File: src/rtl/timer_intc.sv
// Bus-attached 32-bit prescaled timer with a 3-source level interrupt controller.
// Single-cycle-latency target: an access is taken in IDLE and acknowledged in ACK.
module timer_intc #(
  parameter int AWIDTH = 3,
  parameter int PWIDTH = 16
) (
  input  logic              clk_i,
  input  logic              rst_i,
  input  logic              cyc_i,
  input  logic              stb_i,
  input  logic              we_i,
  input  logic [3:0]        sel_i,
  input  logic [AWIDTH-1:0] adr_i,
  input  logic [31:0]       dat_i,
  output logic [31:0]       dat_o,
  output logic              ack_o,
  output logic [2:0]        interrupts_o
);

  typedef enum logic {
    IDLE = 1'b0,
    ACK  = 1'b1
  } state_t;

  localparam logic [31:0] CTRL_BITS = 32'h0000_0073;

  state_t state_reg, state_next;
  logic   accept;

  logic [31:0]       ctrl_reg, ctrl_next;
  logic [2:0]        pend_reg, pend_next;
  logic [31:0]       count_reg, count_next;
  logic [31:0]       compare_reg, compare_next;
  logic [PWIDTH-1:0] prescale_reg, prescale_next;
  logic [PWIDTH-1:0] pcnt_reg, pcnt_next;
  logic [31:0]       dat_reg, dat_next;
  logic [2:0]        irq_reg;

  logic [31:0] wmask;
  logic [31:0] word;
  logic [31:0] rdata;
  logic        wr_ctrl, wr_status, wr_count, wr_compare, wr_prescale, wr_swint;
  logic        tick, match, reload, wrap, sw_set;
  logic [2:0]  pend_set, pend_clr;

  genvar gi;
  generate
    for (gi = 0; gi < 4; gi++) begin : g_wmask
      assign wmask[8*gi +: 8] = {8{sel_i[gi]}};
    end
  endgenerate

  // Handshake FSM: accept only in IDLE, so a held request is acked every other cycle.
  always_comb begin
    state_next = state_reg;
    accept     = 1'b0;
    case (state_reg)
      IDLE: begin
        if (cyc_i && stb_i) begin
          accept     = 1'b1;
          state_next = ACK;
        end
      end
      ACK:     state_next = IDLE;
      default: state_next = IDLE;
    endcase
  end

  assign word        = 32'(adr_i);
  assign wr_ctrl     = accept && we_i && (word == 32'd0);
  assign wr_status   = accept && we_i && (word == 32'd1);
  assign wr_count    = accept && we_i && (word == 32'd2);
  assign wr_compare  = accept && we_i && (word == 32'd3);
  assign wr_prescale = accept && we_i && (word == 32'd4);
  assign wr_swint    = accept && we_i && (word == 32'd5);

  always_comb begin
    rdata = 32'd0;
    case (word)
      32'd0:   rdata = ctrl_reg;
      32'd1:   rdata = {29'd0, pend_reg};
      32'd2:   rdata = count_reg;
      32'd3:   rdata = compare_reg;
      32'd4:   rdata = 32'(prescale_reg);
      default: rdata = 32'd0;
    endcase
  end

  // Prescaler: free-runs only while enabled; a PRESCALE write does not restart it.
  assign tick = ctrl_reg[0] && (pcnt_reg == prescale_reg);

  always_comb begin
    pcnt_next = pcnt_reg + PWIDTH'(1);
    if (!ctrl_reg[0] || tick) begin
      pcnt_next = '0;
    end
  end

  assign match  = (count_reg == compare_reg);
  assign reload = match && ctrl_reg[1];
  assign wrap   = (count_reg == 32'hFFFF_FFFF) && !reload;

  // A bus write to COUNT overrides the tick update in the same cycle.
  always_comb begin
    count_next = count_reg;
    if (tick) begin
      count_next = reload ? 32'd0 : count_reg + 32'd1;
    end
    if (wr_count) begin
      count_next = (count_reg & ~wmask) | (dat_i & wmask);
    end
  end

  always_comb begin
    ctrl_next     = ctrl_reg;
    compare_next  = compare_reg;
    prescale_next = prescale_reg;
    if (wr_ctrl) begin
      ctrl_next = ((ctrl_reg & ~wmask) | (dat_i & wmask)) & CTRL_BITS;
    end
    if (wr_compare) begin
      compare_next = (compare_reg & ~wmask) | (dat_i & wmask);
    end
    if (wr_prescale) begin
      prescale_next = (prescale_reg & ~wmask[PWIDTH-1:0]) |
                      (dat_i[PWIDTH-1:0] & wmask[PWIDTH-1:0]);
    end
  end

  // Hardware/software sets are OR-ed in after the W1C clear, so a set always wins.
  assign sw_set    = wr_swint && dat_i[0] && sel_i[0];
  assign pend_set  = {sw_set, tick && wrap, tick && match};
  assign pend_clr  = wr_status ? (dat_i[2:0] & wmask[2:0]) : 3'b000;
  assign pend_next = (pend_reg & ~pend_clr) | pend_set;

  assign dat_next = (accept && !we_i) ? rdata : 32'd0;

  always_ff @(posedge clk_i) begin
    if (!rst_i) begin
      state_reg    <= IDLE;
      ctrl_reg     <= 32'd0;
      pend_reg     <= 3'b000;
      count_reg    <= 32'd0;
      compare_reg  <= 32'd0;
      prescale_reg <= '0;
      pcnt_reg     <= '0;
      dat_reg      <= 32'd0;
      irq_reg      <= 3'b000;
    end else begin
      state_reg    <= state_next;
      ctrl_reg     <= ctrl_next;
      pend_reg     <= pend_next;
      count_reg    <= count_next;
      compare_reg  <= compare_next;
      prescale_reg <= prescale_next;
      pcnt_reg     <= pcnt_next;
      dat_reg      <= dat_next;
      irq_reg      <= pend_next & ctrl_next[6:4];
    end
  end

  assign ack_o        = (state_reg == ACK);
  assign dat_o        = dat_reg;
  assign interrupts_o = irq_reg;

endmodule

File: config.mk
export PLATFORM = sky130hd
export DESIGN_NAME = timer_intc
export DESIGN_NICKNAME = d
export VERILOG_FILES = /design/src/rtl/timer_intc.sv
export SDC_FILE = /design/constraint.sdc
export NUM_CORES = 1
export LEC_CHECK = 0
export CAP_MARGIN = 20
export CORE_ASPECT_RATIO = 0.5
export CORE_MARGIN = 10
export CORE_UTILIZATION = 40
export CTS_CLUSTER_SIZE = 14
export DETAILED_ROUTE_END_ITERATION = 12
export GPL_TIMING_DRIVEN = 0
export HOLD_SLACK_MARGIN = 0.15
export PLACE_DENSITY = 0.63
export REMOVE_ABC_BUFFERS = 1
export SKIP_CTS_REPAIR_TIMING = 1
export SLEW_MARGIN = 20
export SYNTH_ARGS = -nofsm -noshare
export SYNTH_HDL_FRONTEND = slang
export SYNTH_SLANG_ARGS = --single-unit
File: constraint.sdc
create_clock -name clk_i -period 2.7 [get_ports clk_i]
set_input_delay 0.54 -clock clk_i [delete_from_list [all_inputs] [get_ports clk_i]]
set_output_delay 0.54 -clock clk_i [all_outputs]
set_load 0.005 [all_outputs]
# Word level (Yosys, flattened, before mapping)
# Cells that the tools add are included.
# totals
reg_bits	140
input_bits	44
out_inout_bits	36
# op_classes
add_sub_neg	2
eq_ne	8
muxes	9
n_bitwise	19
n_reduce_logical	24
# ops
op	count
$pmux 32 s5	1
$and 32x32->32	3
$mux 32	3
$or 32x32->32	2
$add 32x1->32 const B	1
$and 16x16->16	2
$eq 32x32->1	1
$eq 32x32->1 const B	1
$logic_not 32->1	1
$not 32->32	1
$add 16x1->16 const B	1
$eq 16x16->1	1
$logic_and 1x1->1	16
$not 16->16	1
$or 16x16->16	1
$and 3x3->3	3
$and 7x7->7	1
$mux 7	1
$or 7x7->7	1
$eq 3x2->1 const B	2
$eq 3x3->1 const B	2
$eq 3x1->1 const B	1
$logic_not 1->1	3
$mux 3	1
9 further kinds	11

# Logic depth before layout (Yosys ltp)
# Gate-level depths: netlist of run 1.
# depth
depth_word	10
mapped_depth	10

# Worst setup path before layout of run 1
# No wires, ideal clock.
# synth_path
path_kind	input port to flip-flop
start	input port adr_i[2]
end	register (tool-made name)
setup_time_ps	119
arrival_time_ps	1878
t_required_ps	2581
path_slack_ps	703
path_stages	7
path_cell_list	nand2b_1 -> or3_4 -> nand2_4 -> or2_1 -> buf_2 -> nand2_1 -> o221a_2
# synth_rtl
element	line	rtl
start: declaration	13	input logic [AWIDTH-1:0] adr_i,

==> results of run 1 <==
## metal layers
layer  track usage, %  vias up
li1                 -     3199
met1            24.13     3180
met2            27.76      214
met3            3.134       23
met4            4.301        0
met5                0        -
## cell type report
type,count,share of cell area (%)
Inverter,10,0.4219
Timing Repair Buffer,90,10.13
Multi-Input combinational cell,656,48.08
Clock buffer,17,4.781
Clock inverter,15,1.716
Tap cell,240,3.375
Sequential cell,140,31.50
## stage by stage
stage	setup slack, ns	util [%]	instances
4_1_cts	-0.7798	48.12	1158
3_3_place_gp	-2.866	44.71	1124
6_report	0.07365	48.72	1168
3_5_place_dp	-1.189	44.95	1126
2_1_floorplan	0.1053	-	805
5_1_grt	-0.01184	48.72	1168
## worst min path at each step
stage                            from          end  slack, ns  cells after the start
after detailed placement    flip-flop    flip-flop       0.47                      2
final                       flip-flop    flip-flop       0.48                      2
after global placement      flip-flop    flip-flop       0.46                      2
after global routing        flip-flop    flip-flop       0.50                      2
after CTS                   flip-flop    flip-flop       0.48                      2
after floorplan           pcnt_reg[0]  pcnt_reg[0]       0.45                      1
## power by group
| part | switching, mW | leakage [nW] | internal (mW) |
|---|---|---|---|
| registers | 0.0510 | 1.13 | 2.09 |
| logic | 0.233 | 2.14 | 0.178 |
| clock network | 1.04 | 0.277 | 1.30 |
## layout by cell type (no fill, tap or decap), types with 12 or more instances in the layout
cell / instances
clkdlybuf4s50_1: 75
nor4_1: 16
a21oi_1: 28
mux2i_1: 45
o21ai_0: 12
a21boi_0: 19
a21boi_1: 21
clkbuf_16: 17
nand2_1: 82
o22ai_1: 15
nand3_1: 50
dfxtp_1: 140
nor2b_1: 17
and3_1: 12
nor3_1: 12
nor2_1: 110
xor2_1: 57
## cells in the mapped netlist, drive strengths merged, types with 3 or more instances
cell / instances
a21oi: 28
o31ai: 3
mux2: 3
a22oi: 4
dfxtp: 140
and3: 13
nor3: 15
a21boi: 40
nand3: 51
inv: 10
buf: 34
a211oi: 6
nand2b: 5
o21ai: 17
nor2b: 18
nand2: 85
o211a: 7
o22ai: 15
a31o: 3
xor2: 57
a41oi: 8
mux2i: 45
and4: 6
nand4: 11
a221o: 6
o221a: 11
clkbuf: 29
or3: 4
nor4: 19
nor2: 112
and2: 10
a211o: 5
o22a: 4
a31oi: 11
xnor2: 7
## critical path: cells and delay by family (launching register included)
family / cells / cell delay [ns]
AND/OR/NAND/NOR: 4 / 1.46
flip-flops: 1 / 0.45
buffers and inverters: 1 / 0.20
XOR/XNOR: 1 / 0.19
AO/OA/AOI/OAI: 1 / 0.15
## logic make-up (layout without fill, tap and decap cells)
| kind of cell | Yosys count | count (layout) | share of synthesized area [%] |
|---|---|---|---|
| multiplexers | 48 | 48 | 6.544 |
| adder cells (fa/ha/maj) | 2 | 2 | 0.3381 |
| AO/OA/AOI/OAI | 179 | 180 | 18.08 |
| flip-flops | 140 | 140 | 37.88 |
| buffers and inverters | 73 | 132 | 4.921 |
| AND/OR/NAND/NOR | 362 | 362 | 24.67 |
| XOR/XNOR | 64 | 64 | 7.575 |
==> results.sh, run 1 <==
export IMPL_finClkSkew_ns=0.01349
export IMPL_r2r_slack_ns=0.07
export IMPL_antenna_found_initial=0
export IMPL_drcViolationCount=0
export IMPL_synth_warnings=0
export IMPL_synthFlopType="dfxtp_1"
export IMPL_drtPass1Iterations=6
export IMPL_clkLatencyLatePin_ns=0.43
export IMPL_worstHoldPathType="reg -> reg"
export IMPL_grt_max_degree=78
export IMPL_tns_ns=0
export IMPL_filler_cell_count=1693
export IMPL_worstPathMaxFanout=17
export IMPL_total_power_mw=4.899
export IMPL_netlist_instances=868
export IMPL_wl_per_cell_um=18.74
export IMPL_grt_pass1_vias=6264
export IMPL_io_buffers=79
export IMPL_fin_crit_sh_pct=97.27
export IMPL_cts_made_buffers=17
export IMPL_finalSetupViolations=0
export IMPL_p_leak_nw=3.550
export IMPL_ys_types=74
export IMPL_post_synth_top_area_cell="dfxtp_1"
export IMPL_power_density_mw_per_mm2=550.6
export IMPL_slowest_delay_ns=0.51
export IMPL_wl_met2_mm=9.865
export IMPL_maxCapViolCount=0
export IMPL_multi_input_area_mm2=0.004278
export IMPL_layout_min_cycle_time_ns=2.626
export IMPL_slowest_stage="nor4_1"
export IMPL_diodes=0
export IMPL_top_level_ports=80
export IMPL_routed_wl_mm=21.88
export IMPL_avgSynthCellArea_um2=8.525
export IMPL_reg2reg_depth=7
export IMPL_initial_core_util_pct=40.52
export IMPL_seq_area_mm2=0.002803
export IMPL_endpoint_kind="flip-flop"
export IMPL_ant_nets=0
export IMPL_drtIter0Drc=517
export IMPL_placementRows=35
export IMPL_htreeDepth=4
export IMPL_ys_seq_elements=140
export IMPL_status="finished, final reports clean"
export IMPL_cts_sink_count=140
export IMPL_viasPerCell=5.664
export IMPL_cts_clk_slew_worst_paths_ns=0.07
export IMPL_finalMaxSlewViolations=0
export IMPL_cts_tree="yes"
export IMPL_die_area_mm2=0.02467
export IMPL_ys_async_sr_fraction_pct=0
export IMPL_cp_data_arrival_time_ns=2.89
export IMPL_area_growth_pct=20.24
export IMPL_root_buffer="clkbuf_16"
export IMPL_start_kind="flip-flop"
export IMPL_dpl_hpwl_mm=15.05
export IMPL_required_ns=2.97
export IMPL_placed_cell_area_mm2=0.008209
export IMPL_synthesis_area_mm2=0.007400
export IMPL_grtUsageTotal_pct=17.49
export IMPL_relSlewSlack_pct=46.78
export IMPL_place_congestion=0.8423
export IMPL_final_hold_violation_count=0
export IMPL_synth_edf_count=0
export IMPL_die_h_um=116.2
export IMPL_dr_wl_met3_mm=1.333
export IMPL_worstPathCellList="xor2_1 > nor4_1 > nand4_1 > nor3_4 > buf_8 > nand2b_1 > o22ai_1"
export IMPL_top_layer="met4"
export IMPL_grt_pass1_wl_mm=34.58
export IMPL_worstMarginPinSlew_ns=0.7954
export IMPL_fmax_ghz=0.3808
export IMPL_critical_path_class="reg -> reg"
export IMPL_clk_path_buf_depth=2
export IMPL_core_mm2=0.01826
export IMPL_synth_top_cell_area_share_pct=37.88
export IMPL_m1WireLength_mm=10.49
export IMPL_synth_area_leaders="dfxtp_1 (38%), xor2_1 (6.7%), mux2i_1 (6.1%)"
export IMPL_vdd_drop_max_v=0.0004302
export IMPL_vias=6616
export IMPL_design_area_mm2=0.008897
export IMPL_finalNetCount=961
export IMPL_overflow=0
export IMPL_drive_gt1_share_pct=8.297
export IMPL_seq_area_frac_synth_pct=37.88
export IMPL_die_x_um=212.4
export IMPL_worst_hold_slack_ns=0.4810
(Power assumes the default switching activity.)
==> run 2, diff against run 1 <==
Settings changed: SLEW_MARGIN 20 to unset.
==> results.sh, run 2 (same netlist as run 1, synthesis figures left out) <==
export IMPL_status="finished, final reports clean"
export IMPL_place_congestion=0.8423
export IMPL_root_buffer="clkbuf_16"
export IMPL_top_layer="met4"
export IMPL_die_x_um=212.4
export IMPL_p_leak_nw=3.598
export IMPL_drtPass1Iterations=5
export IMPL_fin_util_pct=49.26
export IMPL_overflow=0
export IMPL_grt_pass1_wl_mm=34.93
export IMPL_finalSetupViolations=0
export IMPL_final_hold_violation_count=0
export IMPL_fin_crit_sh_pct=98.15
export IMPL_vdd_drop_max_v=0.0005058
export IMPL_seq_area_mm2=0.002803
export IMPL_initial_core_util_pct=40.52
export IMPL_placementRows=35
export IMPL_die_area_mm2=0.02467
export IMPL_cts_made_buffers=17
export IMPL_drcViolationCount=0
export IMPL_reg2reg_depth=6
export IMPL_clk_path_buf_depth=2
export IMPL_vias=6596
export IMPL_tns_ns=0
export IMPL_worstHoldPathType="reg -> reg"
export IMPL_diodes=0
export IMPL_rsz0062_at_grt="false"
export IMPL_drive_gt1_share_pct=8.271
export IMPL_critical_path_class="in -> reg"
export IMPL_multi_input_area_mm2=0.004283
export IMPL_dpl_hpwl_mm=15.19
export IMPL_drtIter0Drc=725
export IMPL_grt_max_degree=51
export IMPL_placedCellCount=1127
export IMPL_cp_data_arrival_time_ns=2.96
export IMPL_post_place_ws_ns=-1.309
export IMPL_startpoint="cyc_i"
export IMPL_total_power_mw=5.084
export IMPL_maxCapViolCount=0
export IMPL_mostFrequentLayoutCell="dfxtp_1"
export IMPL_clkLatencyLatePin_ns=0.42
export IMPL_worstPathMaxFanout=19
export IMPL_finalNetCount=965
export IMPL_layout_setup_ws_ns=0.05003
export IMPL_finalMaxSlewViolations=0
export IMPL_relSlewSlack_pct=33.02
export IMPL_layout_min_cycle_time_ns=2.650
export IMPL_htreeDepth=4
export IMPL_ant_nets=0
export IMPL_cts_clk_slew_worst_paths_ns=0.06
export IMPL_top_level_ports=80
export IMPL_wl_met2_mm=10.05
export IMPL_fmax_ghz=0.3774
export IMPL_m1WireLength_mm=10.61
export IMPL_endpoint_kind="flip-flop"
export IMPL_required_ns=3.01
export IMPL_io_buffers=79
export IMPL_area_growth_pct=21.56
export IMPL_finalNonFillerCells=1171
export IMPL_worstMarginPinSlew_ns=0.9992
export IMPL_dr_wl_met3_mm=1.226
export IMPL_die_h_um=116.2
export IMPL_core_mm2=0.01826
export IMPL_power_density_mw_per_mm2=565.2
export IMPL_r2r_slack_ns=0.14
export IMPL_layout_common_cells="dfxtp_1 (140), nor2_1 (110), nand2_1 (84), clkdlybuf4s50_1 (75), xor2_1 (57)"
export IMPL_start_kind="input pin"
export IMPL_filler_cell_count=1696
export IMPL_finClkSkew_ns=0.01042
export IMPL_wl_per_cell_um=18.91
export IMPL_cts_tree="yes"
export IMPL_grt_pass1_vias=6454
export IMPL_grtUsageTotal_pct=17.66
export IMPL_viasPerCell=5.633
export IMPL_cts_sink_count=140
export IMPL_antenna_found_initial=0
export IMPL_routed_wl_mm=22.14
==> run 2: cell types whose count changed in the layout (fill, tap and decap cells not counted), sizes merged <==
cell    previous run  this run
clkbuf            17        18
bufinv             1         4
buf               13        17
inv               19        12
nor3              15        16
clkinv             2         4
o21ai             18        17
==> run 2: worst min path at each step <==
| stage | end | slack [ns] | depth (start not counted) |
|---|---|---|---|
| after floorplan | pcnt_reg[0] | 0.45 | 1 |
| after global placement | flip-flop | 0.46 | 2 |
| after detailed placement | flip-flop | 0.47 | 2 |
| after CTS | flip-flop | 0.48 | 2 |
| after global routing | flip-flop | 0.51 | 2 |
| final | flip-flop | 0.48 | 2 |
==> run 2: final cells by class <==
type	instances	share of cell area, %
multi-input cells	656	47.61
clock buffers	18	4.771
flip-flops and latches	140	31.16
well taps	240	3.338
clock inverters	13	2.128
repair buffers	94	10.57
inverters	10	0.4173
==> run 2: routing by layer <==
layer	GRT usage (%)	vias up
li1	-	3210
met1	24.09	3178
met2	28.06	190
met3	3.161	18
met4	5.104	0
met5	0	-
==> run 2: per-stage QoR <==
step           cell area [um^2]  hold slack [ns]
2_1_floorplan              7073           0.4473
3_3_place_gp               8164           0.4640
3_5_place_dp               8229           0.4714
5_1_grt                    8995           0.5077
4_1_cts                    8850           0.4786
6_report                   8995           0.4763
==> run 2: power by group <==
group	internal [mW]	leakage (nW)	switching (mW)
clock	1.55	0.293	0.967
combinational	0.187	2.18	0.238
sequential	2.09	1.13	0.0519
==> run 2: critical path: stages <==
cell,delay (ns)
clkdlybuf4s50_1,0.49
nand4b_1,0.35
or3_4,0.49
nand2_1,0.61
nor3_1,0.14
o221a_2,0.32
